## src/rtl/dm_arb_pkg.sv

```systemverilog
// Shared types for the data-memory / DMA arbiter: transfer sequencer states
// and the owner tag that selects who supplies write data in the data cycle.
package dm_arb_pkg;

  typedef enum logic [1:0] {
    IDLE  = 2'd0,
    RUN   = 2'd1,
    DRAIN = 2'd2
  } dma_state_t;

  typedef enum logic {
    CORE = 1'b0,
    DMA  = 1'b1
  } wr_owner_t;

endpackage

```

## src/rtl/dm_dma_arbiter_if.sv

```systemverilog
// Bundle of core, DMA stream and memory-side signals around the arbiter.
// The slave modport is the arbiter's view; master is the surrounding system.
interface dm_dma_arbiter_if #(
  parameter int DMA_SIZE = 3,
  parameter int DMD_SIZE = 4
);
  import dm_arb_pkg::*;

  logic                ps_dm_cslt;
  logic                ps_dm_wrb;
  logic [DMA_SIZE-1:0] dg_dm_add;
  logic [DMD_SIZE-1:0] ps_bc_dt;
  logic                dma_start;
  logic                dma_dir;
  logic [DMA_SIZE-1:0] dma_base;
  logic [DMA_SIZE:0]   dma_len;
  logic [DMD_SIZE-1:0] dma_wr_dt;
  logic                dma_wr_vld;
  logic                dma_wr_rdy;
  logic [DMD_SIZE-1:0] dma_rd_dt;
  logic                dma_rd_vld;
  logic                dma_busy;
  logic                dma_done;
  logic                mem_cslt;
  logic                mem_wrb;
  logic [DMA_SIZE-1:0] mem_add;
  logic [DMD_SIZE-1:0] mem_dt;
  logic [DMD_SIZE-1:0] dm_bc_dt;

  modport master (
    output ps_dm_cslt, ps_dm_wrb, dg_dm_add, ps_bc_dt,
    output dma_start, dma_dir, dma_base, dma_len, dma_wr_dt, dma_wr_vld,
    output dm_bc_dt,
    input  dma_wr_rdy, dma_rd_dt, dma_rd_vld, dma_busy, dma_done,
    input  mem_cslt, mem_wrb, mem_add, mem_dt
  );

  modport slave (
    input  ps_dm_cslt, ps_dm_wrb, dg_dm_add, ps_bc_dt,
    input  dma_start, dma_dir, dma_base, dma_len, dma_wr_dt, dma_wr_vld,
    input  dm_bc_dt,
    output dma_wr_rdy, dma_rd_dt, dma_rd_vld, dma_busy, dma_done,
    output mem_cslt, mem_wrb, mem_add, mem_dt
  );

endinterface

```

## src/rtl/dm_dma_addr_gen.sv

```systemverilog
// DMA address/length engine: loads base and word count, then steps a
// wrapping address and a down-counter once per issued access.
module dm_dma_addr_gen
  import dm_arb_pkg::*;
#(
  parameter int DMA_SIZE = 3
) (
  input  logic                clk,
  input  logic                rst,
  input  logic                load,
  input  logic                step,
  input  logic [DMA_SIZE-1:0] base,
  input  logic [DMA_SIZE:0]   len,
  output logic [DMA_SIZE-1:0] addr,
  output logic                cnt_zero,
  output logic                cnt_last
);

  logic [DMA_SIZE:0] cnt;

  // The address is exactly DMA_SIZE bits wide, so the increment wraps for free.
  always_ff @(posedge clk or posedge rst) begin
    if (rst) begin
      addr <= '0;
      cnt  <= '0;
    end else if (load) begin
      addr <= base;
      cnt  <= len;
    end else if (step) begin
      addr <= addr + 1'b1;
      cnt  <= cnt - 1'b1;
    end
  end

  assign cnt_zero = (cnt == '0);
  assign cnt_last = (cnt == (DMA_SIZE+1)'(1));

endmodule

```

## src/rtl/dm_dma_arbiter.sv

```systemverilog
// Single-port data memory arbiter: the core passes straight through with
// absolute priority, and a block DMA channel fills the idle memory cycles.
module dm_dma_arbiter
  import dm_arb_pkg::*;
#(
  parameter int DMA_SIZE = 3,
  parameter int DMD_SIZE = 4
) (
  input  logic                  clk,
  input  logic                  rst,
  dm_dma_arbiter_if.slave       bus
);

  dma_state_t          state;
  wr_owner_t           wr_owner;
  logic                dir_q;
  logic                wr_pend;
  logic                rd_vld_q;
  logic                cnt_zero;
  logic                cnt_last;
  logic                load;
  logic                wr_rdy;
  logic                dma_issue;
  logic [DMA_SIZE-1:0] dma_addr;
  logic [DMD_SIZE-1:0] dma_dt_q;
  logic [DMD_SIZE-1:0] hold_q;
  logic [DMD_SIZE-1:0] mem_dt_w;
  logic                mem_cslt_w;
  logic                mem_wrb_w;
  logic [DMA_SIZE-1:0] mem_add_w;

  assign load      = (state == IDLE) && bus.dma_start;
  assign wr_rdy    = (state == RUN) && dir_q && !bus.ps_dm_cslt && !cnt_zero;
  assign dma_issue = (state == RUN) && !bus.ps_dm_cslt && !cnt_zero &&
                     (!dir_q || bus.dma_wr_vld);

  dm_dma_addr_gen #(.DMA_SIZE(DMA_SIZE)) u_addr_gen (
    .clk      (clk),
    .rst      (rst),
    .load     (load),
    .step     (dma_issue),
    .base     (bus.dma_base),
    .len      (bus.dma_len),
    .addr     (dma_addr),
    .cnt_zero (cnt_zero),
    .cnt_last (cnt_last)
  );

  // Memory keeps rewriting its last write address, so mem_dt falls back to the
  // last written value whenever no write data cycle is in progress.
  always_comb begin
    mem_cslt_w = bus.ps_dm_cslt | dma_issue;
    mem_wrb_w  = bus.ps_dm_cslt ? bus.ps_dm_wrb : (dma_issue & dir_q);
    mem_add_w  = bus.ps_dm_cslt ? bus.dg_dm_add : dma_addr;
    mem_dt_w   = hold_q;
    if (wr_pend) begin
      mem_dt_w = (wr_owner == CORE) ? bus.ps_bc_dt : dma_dt_q;
    end
  end

  always_ff @(posedge clk or posedge rst) begin
    if (rst) begin
      state <= IDLE;
      dir_q <= 1'b0;
    end else begin
      case (state)
        IDLE: if (bus.dma_start) begin
          dir_q <= bus.dma_dir;
          state <= (bus.dma_len == '0) ? DRAIN : RUN;
        end
        RUN:     if (dma_issue && cnt_last) state <= DRAIN;
        DRAIN:   state <= IDLE;
        default: state <= IDLE;
      endcase
    end
  end

  // Write-data ownership and read-return timing both trail the issue by a cycle.
  always_ff @(posedge clk or posedge rst) begin
    if (rst) begin
      wr_pend  <= 1'b0;
      wr_owner <= CORE;
      dma_dt_q <= '0;
      hold_q   <= '0;
      rd_vld_q <= 1'b0;
    end else begin
      if (wr_rdy && bus.dma_wr_vld) dma_dt_q <= bus.dma_wr_dt;
      if (wr_pend) hold_q <= mem_dt_w;
      wr_pend  <= mem_cslt_w && mem_wrb_w;
      wr_owner <= bus.ps_dm_cslt ? CORE : DMA;
      rd_vld_q <= dma_issue && !dir_q;
    end
  end

  assign bus.mem_cslt   = mem_cslt_w;
  assign bus.mem_wrb    = mem_wrb_w;
  assign bus.mem_add    = mem_add_w;
  assign bus.mem_dt     = mem_dt_w;
  assign bus.dma_wr_rdy = wr_rdy;
  assign bus.dma_rd_vld = rd_vld_q;
  assign bus.dma_rd_dt  = bus.dm_bc_dt;
  assign bus.dma_busy   = (state != IDLE);
  assign bus.dma_done   = (state == DRAIN);

endmodule

```

## src/flat_wrapper.sv

```systemverilog
// flat-port wrapper written by rule: the top's interface ports become plain ports
module dm_dma_arbiter_flat import dm_arb_pkg::*;
#(
  parameter int DMA_SIZE = 3,
  parameter int DMD_SIZE = 4
)
  (clk, rst, bus_ps_dm_cslt, bus_ps_dm_wrb, bus_dg_dm_add, bus_ps_bc_dt, bus_dma_start, bus_dma_dir, bus_dma_base, bus_dma_len, bus_dma_wr_dt, bus_dma_wr_vld, bus_dm_bc_dt, bus_dma_wr_rdy, bus_dma_rd_dt, bus_dma_rd_vld, bus_dma_busy, bus_dma_done, bus_mem_cslt, bus_mem_wrb, bus_mem_add, bus_mem_dt);
  dm_dma_arbiter_if #(.DMA_SIZE(DMA_SIZE), .DMD_SIZE(DMD_SIZE)) bus_i ();
  input  logic clk;
  input  logic rst;
  input wire logic [$bits(bus_i.ps_dm_cslt)-1:0] bus_ps_dm_cslt;
  input wire logic [$bits(bus_i.ps_dm_wrb)-1:0] bus_ps_dm_wrb;
  input wire logic [$bits(bus_i.dg_dm_add)-1:0] bus_dg_dm_add;
  input wire logic [$bits(bus_i.ps_bc_dt)-1:0] bus_ps_bc_dt;
  input wire logic [$bits(bus_i.dma_start)-1:0] bus_dma_start;
  input wire logic [$bits(bus_i.dma_dir)-1:0] bus_dma_dir;
  input wire logic [$bits(bus_i.dma_base)-1:0] bus_dma_base;
  input wire logic [$bits(bus_i.dma_len)-1:0] bus_dma_len;
  input wire logic [$bits(bus_i.dma_wr_dt)-1:0] bus_dma_wr_dt;
  input wire logic [$bits(bus_i.dma_wr_vld)-1:0] bus_dma_wr_vld;
  input wire logic [$bits(bus_i.dm_bc_dt)-1:0] bus_dm_bc_dt;
  output wire logic [$bits(bus_i.dma_wr_rdy)-1:0] bus_dma_wr_rdy;
  output wire logic [$bits(bus_i.dma_rd_dt)-1:0] bus_dma_rd_dt;
  output wire logic [$bits(bus_i.dma_rd_vld)-1:0] bus_dma_rd_vld;
  output wire logic [$bits(bus_i.dma_busy)-1:0] bus_dma_busy;
  output wire logic [$bits(bus_i.dma_done)-1:0] bus_dma_done;
  output wire logic [$bits(bus_i.mem_cslt)-1:0] bus_mem_cslt;
  output wire logic [$bits(bus_i.mem_wrb)-1:0] bus_mem_wrb;
  output wire logic [$bits(bus_i.mem_add)-1:0] bus_mem_add;
  output wire logic [$bits(bus_i.mem_dt)-1:0] bus_mem_dt;
  assign bus_i.ps_dm_cslt = bus_ps_dm_cslt;
  assign bus_i.ps_dm_wrb = bus_ps_dm_wrb;
  assign bus_i.dg_dm_add = bus_dg_dm_add;
  assign bus_i.ps_bc_dt = bus_ps_bc_dt;
  assign bus_i.dma_start = bus_dma_start;
  assign bus_i.dma_dir = bus_dma_dir;
  assign bus_i.dma_base = bus_dma_base;
  assign bus_i.dma_len = bus_dma_len;
  assign bus_i.dma_wr_dt = bus_dma_wr_dt;
  assign bus_i.dma_wr_vld = bus_dma_wr_vld;
  assign bus_i.dm_bc_dt = bus_dm_bc_dt;
  assign bus_dma_wr_rdy = bus_i.dma_wr_rdy;
  assign bus_dma_rd_dt = bus_i.dma_rd_dt;
  assign bus_dma_rd_vld = bus_i.dma_rd_vld;
  assign bus_dma_busy = bus_i.dma_busy;
  assign bus_dma_done = bus_i.dma_done;
  assign bus_mem_cslt = bus_i.mem_cslt;
  assign bus_mem_wrb = bus_i.mem_wrb;
  assign bus_mem_add = bus_i.mem_add;
  assign bus_mem_dt = bus_i.mem_dt;
  dm_dma_arbiter #(.DMA_SIZE(DMA_SIZE), .DMD_SIZE(DMD_SIZE)) u_core (.clk(clk), .rst(rst), .bus(bus_i));
endmodule
```

## config.mk

```make
export PLATFORM = sky130hd
export DESIGN_NAME = dm_dma_arbiter_flat
export DESIGN_NICKNAME = d
export VERILOG_FILES = /design/src/rtl/dm_arb_pkg.sv /design/src/rtl/dm_dma_arbiter_if.sv /design/src/rtl/dm_dma_addr_gen.sv /design/src/rtl/dm_dma_arbiter.sv /design/src/flat_wrapper.sv
export SDC_FILE = /design/constraint.sdc
export NUM_CORES = 1
export LEC_CHECK = 0
export CORE_ASPECT_RATIO = 0.75
export CORE_MARGIN = 5
export CORE_UTILIZATION = 46
export DETAILED_ROUTE_END_ITERATION = 8
export PLACE_DENSITY = 0.92
export SLEW_MARGIN = 20
export SYNTH_ARGS = -nofsm -noshare
export SYNTH_HDL_FRONTEND = slang
export SYNTH_SLANG_ARGS = --single-unit
```

## constraint.sdc

```tcl
create_clock -name clk -period 3.2 [get_ports clk]
set_clock_uncertainty 0.2 [all_clocks]
set_input_delay 0.64 -clock clk [delete_from_list [all_inputs] [get_ports clk]]
set_output_delay 0.64 -clock clk [all_outputs]
set_load 0.1 [all_outputs]
```

==> reports/summary.json, run 1 <==
{
  "run_status": {
    "status": "finished, final reports clean"
  },
  "yosys": {
    "post-synth-top-area-cell": "sky130_fd_sc_hd__dfrtp_1",
    "synth_top_cells_by_area": "sky130_fd_sc_hd__dfrtp_1, sky130_fd_sc_hd__mux2_2, sky130_fd_sc_hd__mux2i_1, sky130_fd_sc_hd__nor2_1, sky130_fd_sc_hd__a21oi_1",
    "synth_simple_gate_area_share_pct": 17.32,
    "synth_nets": 146,
    "yosys.area_share.xor_xnor_pct": 0,
    "synth_top_family_by_area": "simple AND/OR/NAND/NOR gates",
    "synthCells": 114,
    "netlist_area_um2": 1156,
    "synth_area_per_cell_um2": 10.14,
    "synth_commonest_cells": "sky130_fd_sc_hd__dfrtp_1, sky130_fd_sc_hd__nor2_1, sky130_fd_sc_hd__inv_1, sky130_fd_sc_hd__nand2_1, sky130_fd_sc_hd__a21oi_1",
    "synth-edff-count": 0,
    "ys_async_rst_share_pct": 100.0,
    "synth.distinct_cells": 35,
    "synth_compound_gate_area_share_pct": 14.72,
    "synth_flop_cell": "sky130_fd_sc_hd__dfrtp_1",
    "synth.most_common_cell": "sky130_fd_sc_hd__dfrtp_1",
    "proportion_of_synthesized_area_in_mux_cells_pct": 10.17,
    "seq_cells_post_synth": 21,
    "synth-adder-area-share_pct": 3.247,
    "synth.yosys.seq_area_share_pct": 45.45,
    "yosys.area.top_type_share_pct": 45.45,
    "ys_warn_count": 0
  },
  "clock_tree": {
    "ctsHoldBuffers": 0,
    "cts.repair_timing.setup_buffer_count": 0,
    "clock_tree.root_cell": "sky130_fd_sc_hd__clkbuf_4",
    "clock_path_buffers": 2,
    "clk_latency_ps": 300,
    "clock_sink_count": 21,
    "ctsHtreeMaxLevel": 1,
    "postCtsResizedCells": 0,
    "cts_tree": "done",
    "clkTransAtPathRegs_ps": 110,
    "cts_buffers": 3
  },
  "worst_hold_path": {
    "hold_path_depth": 1,
    "hp-class": "reg2reg"
  },
  "global_route": {
    "grtUsageTotal_pct": 17.59,
    "grt_pass1_vias": 951,
    "maximum_number_of_pins_on_one_net_before_global_route_repair": 22,
    "grt_first_pass_wirelength_mm": 4.560,
    "grt_antenna_before_repair": 0,
    "grt_remaining_overflow": 0
  },
  "timing": {
    "timing_worst_slew_pin_value_ps": 773.6,
    "grt_setup_unrepaired": "false",
    "drv_slew": 0,
    "hold_viol_final": 0,
    "post-route-period-util_pct": 94.42,
    "timing.final.setup_violations": 0,
    "clock.fmax_mhz": 331.0,
    "slew-limit-headroom_pct": 48.37,
    "period_needed_ps": 3021,
    "timing.setup.tns_ps": 0,
    "holdWs_ps": 308.3
  },
  "placed_design": {
    "dp_hpwl_mm": 2.396,
    "place.gp.congestion": 0.9468,
    "buffer_ports.inserted": 37
  },
  "route": {
    "postRouteAntennaNets": 0,
    "drt_drc_violations_left": 0,
    "drt_iter0_drc": 57,
    "post_drt_wl_per_cell_um": 16.06,
    "detailedRoute.firstPassIterationCount": 4,
    "routed_wirelength_mm": 2.923,
    "detailroute.via_count": 970,
    "vias_per_cell": 5.330
  },
  "finish": {
    "area_growth_pct": 41.77,
    "share_of_final_layout_standard_cells_stronger_than_drive_strength_1_pct": 20.95,
    "num-nets-final": 181,
    "post-route-util_pct": 69.87,
    "antenna_cells_inserted": 0
  },
  "power": {
    "swShare_pct": 50.58,
    "internal-power_w": 0.0008005,
    "power_frac_comb_pct": 62.8,
    "register_share_of_total_power_pct": 29.3,
    "p_per_area_nw_per_um2": 988.2,
    "leakagePower_nw": 0.7508,
    "power.net_switching_w": 0.0008193,
    "peakVddDrop_mv": 0.4222,
    "clock_power_share_pct": 7.9
  },
  "setup_path": {
    "critPathRequiredTime_ps": 2360,
    "critPathKind": "in2out",
    "critPathArrivalTime_ps": 2180,
    "crit_path_start_kind": "input pin",
    "crit_end_category": "output pin",
    "worst-r2r-cell-count": 7,
    "critPathMaxFanout": 6
  },
  "die": {
    "num_io_pins": 46,
    "initial_core_util_pct": 49.28,
    "die-area_um2": 3626,
    "floorplan.core_area_um2": 2346,
    "chipHeight_um": 53.42,
    "die_width_um": 67.89,
    "fp-row-count": 15
  },
  "flow_run": {
    "max_cap_violations": 0
  }
}
[sequential cells by signal, summed over array words and instances (netlist names)]
name                    flops
u_core.dma_dt_q             4
u_core.hold_q               4
u_core.u_addr_gen.cnt       4
u_core.u_addr_gen.addr      3
u_core.state                2
u_core.bus.dma_rd_vld       1
u_core.dir_q                1
u_core.wr_owner             1
u_core.wr_pend              1
[final timing paths]
check                                         startpoint                  endpoint  slack, ps
worst max-delay path                      bus_ps_dm_cslt               bus_mem_wrb        180
worst min register to register           u_core.state[1]           u_core.state[0]        310
worst min-delay path                     u_core.state[1]           u_core.state[0]        310
max in group asynchronous                            rst        u_core.dma_dt_q[3]       1750
min in group asynchronous                            rst  u_core.u_addr_gen.cnt[3]        570
worst max register to register  u_core.u_addr_gen.cnt[1]        u_core.dma_dt_q[1]       1050
[power groups by stage]
stage / logic [W] / registers [W] / clock network, W
6_report: 0.00102 / 0.000474 / 0.000128
5_1_grt: 0.00107 / 0.000486 / 0.000142
3_5_place_dp: 0.00102 / 0.000477 / 0
3_3_place_gp: 0.000989 / 0.000465 / 0
2_1_floorplan: 0.000711 / 0.000481 / 0
4_1_cts: 0.00102 / 0.000470 / 0.000131
[routing by layer]
metal	track usage [%]	vias to the layer above	share of wire (%)
li1	-	461	-
met1	22.70	480	43
met2	29.08	25	50
met3	4.459	4	5.3
met4	4.950	0	0.92
met5	0	-	0
[stage by stage]
step,total power (W),setup slack [ps],cells,area (µm²)
after floorplan,0.001191,137.4,114,1156
after global placement,0.001454,264.1,178,1613
after detailed placement,0.001497,209.6,178,1613
after CTS,0.001624,195.4,182,1639
after global routing,0.001698,119.7,182,1639
final,0.001620,178.6,182,1639
[critical path, cell delays in order]
cell,delay [ps]
sky130_fd_sc_hd__clkdlybuf4s50_1,430
sky130_fd_sc_hd__or3b_1,480
sky130_fd_sc_hd__nor2_1,190
sky130_fd_sc_hd__nand3_1,130
sky130_fd_sc_hd__nand2_1,140
sky130_fd_sc_hd__buf_12,180
[layout make-up]
class | count | area, µm²
multi-input cells | 74 | 525.5
clock buffers | 4 | 26.28
repair buffers | 40 | 485.5
fillers | 172 | 706.9
well taps | 34 | 42.54
inverters | 9 | 33.78
flip-flops and latches | 21 | 525.5
[placed cells by master, fill, tap and decap left out, types with 2 or more instances in the layout]
cell	n
sky130_fd_sc_hd__clkdlybuf4s50_1	24
sky130_fd_sc_hd__dfrtp_1	21
sky130_fd_sc_hd__nor2_1	11
sky130_fd_sc_hd__buf_12	10
sky130_fd_sc_hd__inv_1	9
sky130_fd_sc_hd__nand2_1	9
sky130_fd_sc_hd__a21oi_1	8
sky130_fd_sc_hd__mux2_2	6
sky130_fd_sc_hd__buf_4	6
sky130_fd_sc_hd__mux2i_1	5
sky130_fd_sc_hd__nor4_1	3
sky130_fd_sc_hd__nor3_1	3
sky130_fd_sc_hd__ha_1	3
sky130_fd_sc_hd__clkbuf_4	3
sky130_fd_sc_hd__nor2b_1	2
sky130_fd_sc_hd__nand3_1	2
sky130_fd_sc_hd__or2_2	2
sky130_fd_sc_hd__o21ai_1	2
[logic make-up (layout without fill, tap and decap cells)]
kind of cell | count (synthesis) | after routing
compound gates | 22 | 22
fa+ha+maj | 3 | 3
buf+inv | 19 | 53
flops | 21 | 21
mux | 11 | 11
simple gates | 38 | 38
Power figures use the tool's default switching activity.
==> inputs of run 2 (changes only) <==
--- a/config.mk
+++ b/config.mk
@@ -9,7 +9,7 @@
 export CORE_MARGIN = 5
 export CORE_UTILIZATION = 46
 export DETAILED_ROUTE_END_ITERATION = 8
-export PLACE_DENSITY = 0.92
+export PLACE_DENSITY = 0.8
 export SLEW_MARGIN = 20
 export SYNTH_ARGS = -nofsm -noshare
 export SYNTH_HDL_FRONTEND = slang
==> reports/summary.json, run 2 (synthesized netlist as in run 1, its figures left out) <==
{
  "clock_tree": {
    "cts_buffers": 3,
    "ctsHtreeMaxLevel": 1,
    "clock_sink_count": 21,
    "clock_path_buffers": 2,
    "cts.repair_timing.setup_buffer_count": 0,
    "postCtsResizedCells": 0,
    "cts_tree": "done",
    "clock_tree.root_cell": "sky130_fd_sc_hd__clkbuf_4",
    "ctsHoldBuffers": 0,
    "clk_latency_ps": 310,
    "clkTransAtPathRegs_ps": 120
  },
  "global_route": {
    "grt_remaining_overflow": 0,
    "grt_first_pass_wirelength_mm": 4.319,
    "maximum_number_of_pins_on_one_net_before_global_route_repair": 22,
    "grtUsageTotal_pct": 16.67,
    "grt_antenna_before_repair": 0,
    "grt_pass1_vias": 938
  },
  "setup_path": {
    "crit_path_start_kind": "input pin",
    "crit_end_category": "output pin",
    "worst-path-buf-inv": 2,
    "critPathArrivalTime_ps": 2140,
    "critPathKind": "in2out",
    "setup.reg_to_reg.worst_slack_ps": 1060,
    "path_cells": "clkdlybuf4s50_1 -> or3b_1 -> nor2_1 -> nand3_1 -> nand2_1 -> buf_12",
    "max_stage_delay_ps": 470,
    "worst_r2r_startpoint": "u_core.u_addr_gen.cnt[0]",
    "critPathRequiredTime_ps": 2360,
    "critPathMaxFanout": 6,
    "worst-r2r-cell-count": 7,
    "top_delay_family_on_crit_path": "simple AND/OR/NAND/NOR gates",
    "crit_path_top_delay_cell": "sky130_fd_sc_hd__or3b_1",
    "r2r_end": "u_core.dma_dt_q[0]"
  },
  "finish": {
    "layout_common_cells": "sky130_fd_sc_hd__clkdlybuf4s50_1, sky130_fd_sc_hd__dfrtp_1, sky130_fd_sc_hd__nor2_1",
    "num-nets-final": 181,
    "share_of_final_layout_standard_cells_stronger_than_drive_strength_1_pct": 20.95,
    "largestRegisters": "u_core.dma_dt_q x4, u_core.hold_q x4, u_core.u_addr_gen.cnt x4",
    "fill_cells": 171,
    "mostFrequentLayoutCell": "sky130_fd_sc_hd__clkdlybuf4s50_1",
    "final_cell_area_um2": 1639,
    "antenna_cells_inserted": 0,
    "area_growth_pct": 41.77
  },
  "placed_design": {
    "dp_hpwl_mm": 2.212,
    "place.gp.congestion": 0.8446,
    "placement.cell_area_um2": 1613,
    "buffer_ports.inserted": 37
  },
  "route": {
    "wl_met2_mm": 1.224,
    "routed_wirelength_mm": 2.682,
    "drt_iter0_drc": 78,
    "vias_per_cell": 5.170,
    "detailroute.via_count": 941,
    "post_drt_wl_per_cell_um": 14.74,
    "detailedRoute.firstPassIterationCount": 4,
    "wl_met3_um": 162,
    "topRoutingLayerUsed": "met4",
    "met1Wirelength_mm": 1.268,
    "postRouteAntennaNets": 0,
    "drt_drc_violations_left": 0
  },
  "die": {
    "chipHeight_um": 53.42,
    "floorplan.core_area_um2": 2346,
    "die_width_um": 67.89,
    "initial_core_util_pct": 49.28,
    "die-area_um2": 3626,
    "num_io_pins": 46,
    "fp-row-count": 15
  },
  "timing": {
    "hold_viol_final": 0,
    "grt_setup_unrepaired": "false",
    "timing_worst_slew_pin_value_ps": 762.2,
    "timing.final.setup_violations": 0,
    "post-route-period-util_pct": 93.17,
    "period_needed_ps": 2981,
    "timing.setup.tns_ps": 0,
    "clock.fmax_mhz": 335.4,
    "slew-limit-headroom_pct": 49.13,
    "drv_slew": 0
  },
  "worst_hold_path": {
    "hp-class": "reg2reg",
    "min_delay_endpoint": "u_core.state[0]",
    "hold_path_depth": 1,
    "min_delay_src": "u_core.state[1]"
  },
  "power": {
    "peakVddDrop_mv": 0.4956,
    "p_per_area_nw_per_um2": 979.8,
    "leakagePower_nw": 0.7508
  },
  "run_status": {
    "status": "finished, final reports clean"
  },
  "flow_run": {
    "max_cap_violations": 0
  }
}
-- run 2: cell counts in the layout (fill, tap and decap cells not counted) --
Identical to the previous run, type by type.
-- run 2: power by group --
part	leakage, nW	internal, W	switching, W
Sequential	0.250	0.000376	0.0000936
Combinational	0.486	0.000377	0.000633
Clock	0.0150	0.0000486	0.0000775
Total	0.751	0.000802	0.000804
-- run 2: how the worst max path moves through the flow --
stage	start	to	slack (ps)	cells past startpoint
CTS	bus_ps_dm_cslt	bus_mem_wrb	210	6
global placement	bus_ps_dm_cslt	bus_mem_wrb	250	6
global route	bus_ps_dm_cslt	bus_mem_wrb	120	6
detailed placement	bus_ps_dm_cslt	bus_mem_wrb	210	6
finish	bus_ps_dm_cslt	bus_mem_wrb	220	6
floorplan	bus_ps_dm_cslt	bus_mem_wrb	140	6
-- run 2: layer usage --
layer  global-route usage [%]  vias to the layer above
met4                    4.290                        0
met2                    25.69                       31
li1                         -                      466
met3                    5.945                        5
met1                    22.12                      439
met5                        0                        -
-- run 2: worst reg2reg max path, stage by stage (launching register included) --
cell	delay, ps
sky130_fd_sc_hd__dfrtp_1	460
sky130_fd_sc_hd__inv_1	90
sky130_fd_sc_hd__ha_1	210
sky130_fd_sc_hd__nor3b_4	350
sky130_fd_sc_hd__nor2_1	110
sky130_fd_sc_hd__nand3_1	130
sky130_fd_sc_hd__buf_4	150
sky130_fd_sc_hd__mux2_2	330
-- run 2: cell type report --
cell class | instances | area [µm²] | share of cell area [%]
clock buffers | 4 | 26.28 | 1.603
inverters | 9 | 33.78 | 2.061
multi-input cells | 74 | 525.5 | 32.06
flip-flops and latches | 21 | 525.5 | 32.06
well taps | 34 | 42.54 | 2.595
repair buffers | 40 | 485.5 | 29.62
-- run 2: per-stage QoR --
stage,utilization [%],std cells,power [W],worst slack (ps),hold slack [ps]
after floorplan,-,114,0.001191,137.4,257.5
after global placement,68.75,178,0.001464,247.2,294.6
after detailed placement,68.75,178,0.001488,208.7,295.3
after CTS,69.87,182,0.001615,209.0,315.6
after global routing,69.87,182,0.001692,124.9,343.1
final,69.87,182,0.001606,218.6,308.0
==> inputs of run 3 (changes only) <==
==> constraint.sdc (replaced) <==
create_clock -name clk -period 3.2 [get_ports clk]
set_clock_uncertainty 0.2 [all_clocks]
set_input_delay 0.8 -clock clk [delete_from_list [all_inputs] [get_ports clk]]
set_output_delay 0.8 -clock clk [all_outputs]
set_load 0.1 [all_outputs]
==> reports/summary.json, run 3 (synthesized netlist as in run 1, its figures left out) <==
{
  "finish": {
    "fill_cells": 177,
    "area_growth_pct": 47.73,
    "largestRegisters": "u_core.dma_dt_q x4, u_core.hold_q x4, u_core.u_addr_gen.cnt x4",
    "post-route-util_pct": 72.80,
    "mostFrequentLayoutCell": "sky130_fd_sc_hd__clkdlybuf4s50_1",
    "final_cell_area_um2": 1708,
    "post_layout_nonfiller_instances": 185,
    "antenna_cells_inserted": 0,
    "share_of_final_layout_standard_cells_stronger_than_drive_strength_1_pct": 29.14,
    "layout_common_cells": "sky130_fd_sc_hd__clkdlybuf4s50_1, sky130_fd_sc_hd__dfrtp_1, sky130_fd_sc_hd__nor2_1, sky130_fd_sc_hd__buf_12",
    "num-nets-final": 184
  },
  "route": {
    "detailedRoute.firstPassIterationCount": 4,
    "post_drt_wl_per_cell_um": 16.53,
    "detailroute.via_count": 1016,
    "vias_per_cell": 5.492,
    "drt_iter0_drc": 104,
    "postRouteAntennaNets": 0,
    "drt_drc_violations_left": 0,
    "routed_wirelength_mm": 3.058
  },
  "timing": {
    "slew-limit-headroom_pct": 47.28,
    "timing_worst_slew_pin_value_ps": 789.9,
    "timing.final.setup_violations": 0,
    "drv_slew": 0,
    "post-route-period-util_pct": 95.41,
    "grt_setup_unrepaired": "false",
    "clock.fmax_mhz": 327.5,
    "period_needed_ps": 3053,
    "hold_viol_final": 0
  },
  "die": {
    "die-area_um2": 3626,
    "chipHeight_um": 53.42,
    "initial_core_util_pct": 49.28,
    "fp-row-count": 15,
    "floorplan.core_area_um2": 2346,
    "num_io_pins": 46,
    "die_width_um": 67.89
  },
  "power": {
    "p_per_area_nw_per_um2": 983.6,
    "leakagePower_nw": 0.7808,
    "peakVddDrop_mv": 0.7174
  },
  "placed_design": {
    "place.gp.congestion": 0.8889,
    "placement.cell_area_um2": 1647,
    "dp_hpwl_mm": 2.358,
    "buffer_ports.inserted": 37,
    "cells_after_dpl": 180
  },
  "global_route": {
    "grt_pass1_vias": 1077,
    "maximum_number_of_pins_on_one_net_before_global_route_repair": 22,
    "grt_antenna_before_repair": 0,
    "grt_remaining_overflow": 0,
    "grtUsageTotal_pct": 18.67,
    "grt_first_pass_wirelength_mm": 5.030
  },
  "clock_tree": {
    "ctsHtreeMaxLevel": 1,
    "cts_tree": "done",
    "clock_sink_count": 21,
    "clkTransAtPathRegs_ps": 110,
    "cts_buffers": 3,
    "clk_latency_ps": 310,
    "clock_path_buffers": 2,
    "ctsHoldBuffers": 0,
    "clock_tree.root_cell": "sky130_fd_sc_hd__clkbuf_4"
  },
  "setup_path": {
    "critPathKind": "in2out",
    "crit_end_category": "output pin",
    "critPathArrivalTime_ps": 2050,
    "crit_path_start_kind": "input pin",
    "critPathMaxFanout": 2,
    "critPathRequiredTime_ps": 2200
  },
  "run_status": {
    "status": "finished, final reports clean"
  },
  "worst_hold_path": {
    "hp-class": "reg2reg"
  },
  "flow_run": {
    "max_cap_violations": 0
  }
}
==> run 3: critical path, cell delays in order <==
cell                              delay [ps]
sky130_fd_sc_hd__clkdlybuf4s50_1         450
sky130_fd_sc_hd__nor2b_1                 300
sky130_fd_sc_hd__nor3_4                   80
sky130_fd_sc_hd__or2_4                   250
sky130_fd_sc_hd__buf_12                  160
==> run 3: metal layers <==
layer | GRT usage, % | part of all wire (%)
met5 | 0 | 0
met4 | 2.310 | 0.33
met3 | 5.732 | 7.2
met2 | 30.05 | 50
met1 | 25.26 | 43
==> run 3: layout make-up <==
type	count	area (µm²)	area share [%]
multi-input combinational	74	568.0	33.26
sequential	21	525.5	30.77
timing repair buffer	43	510.5	29.89
tap	34	42.54	2.491
inverter	9	33.78	1.978
clock buffer	3	22.52	1.319
clock inverter	1	5.005	0.2930
==> run 3: per-stage QoR <==
stage               TNS [ps]  power (W)  worst slack [ps]  hold slack, ps
finish                     0   0.001680             146.9           328.3
floorplan             -70.72   0.001206            -70.72           257.4
detailed placement    -108.9   0.001518            -51.78           307.0
global route               0   0.001771             78.51           353.5
global placement           0   0.001486             3.410           295.8
CTS                   -10.62   0.001655            -6.579           333.9
==> run 3: final timing paths <==
check | from | to | slack, ps | cells past startpoint
setup / recovery | bus_dma_wr_vld | bus_mem_cslt | 150 | 5
hold / removal | u_core.dma_dt_q[2] | u_core.dma_dt_q[2] | 330 | 1
setup reg to reg | u_core.u_addr_gen.cnt[1] | u_core.u_addr_gen.addr[2] | 1000 | 7
hold reg to reg | u_core.dma_dt_q[2] | u_core.dma_dt_q[2] | 330 | 1
max in group asynchronous | rst | u_core.u_addr_gen.addr[1] | 1580 | 2
min in group asynchronous | rst | u_core.hold_q[1] | 720 | 2
==> run 3: timing repair <==
action                     in CTS  in global routing
gates resized for setup         1                  6
gates cloned                    0                  0
setup buffers                   0                  1
pin swaps                       0                  4
setup endpoints to repair       3                  3
==> run 3: report_power, final <==
group	switching (W)	internal (W)	leakage, nW	total, W
Combinational	0.000660	0.000407	0.513	0.00107
Sequential	0.000106	0.000376	0.250	0.000481
Clock	0.0000849	0.0000467	0.0177	0.000132
Total	0.000850	0.000830	0.781	0.00168
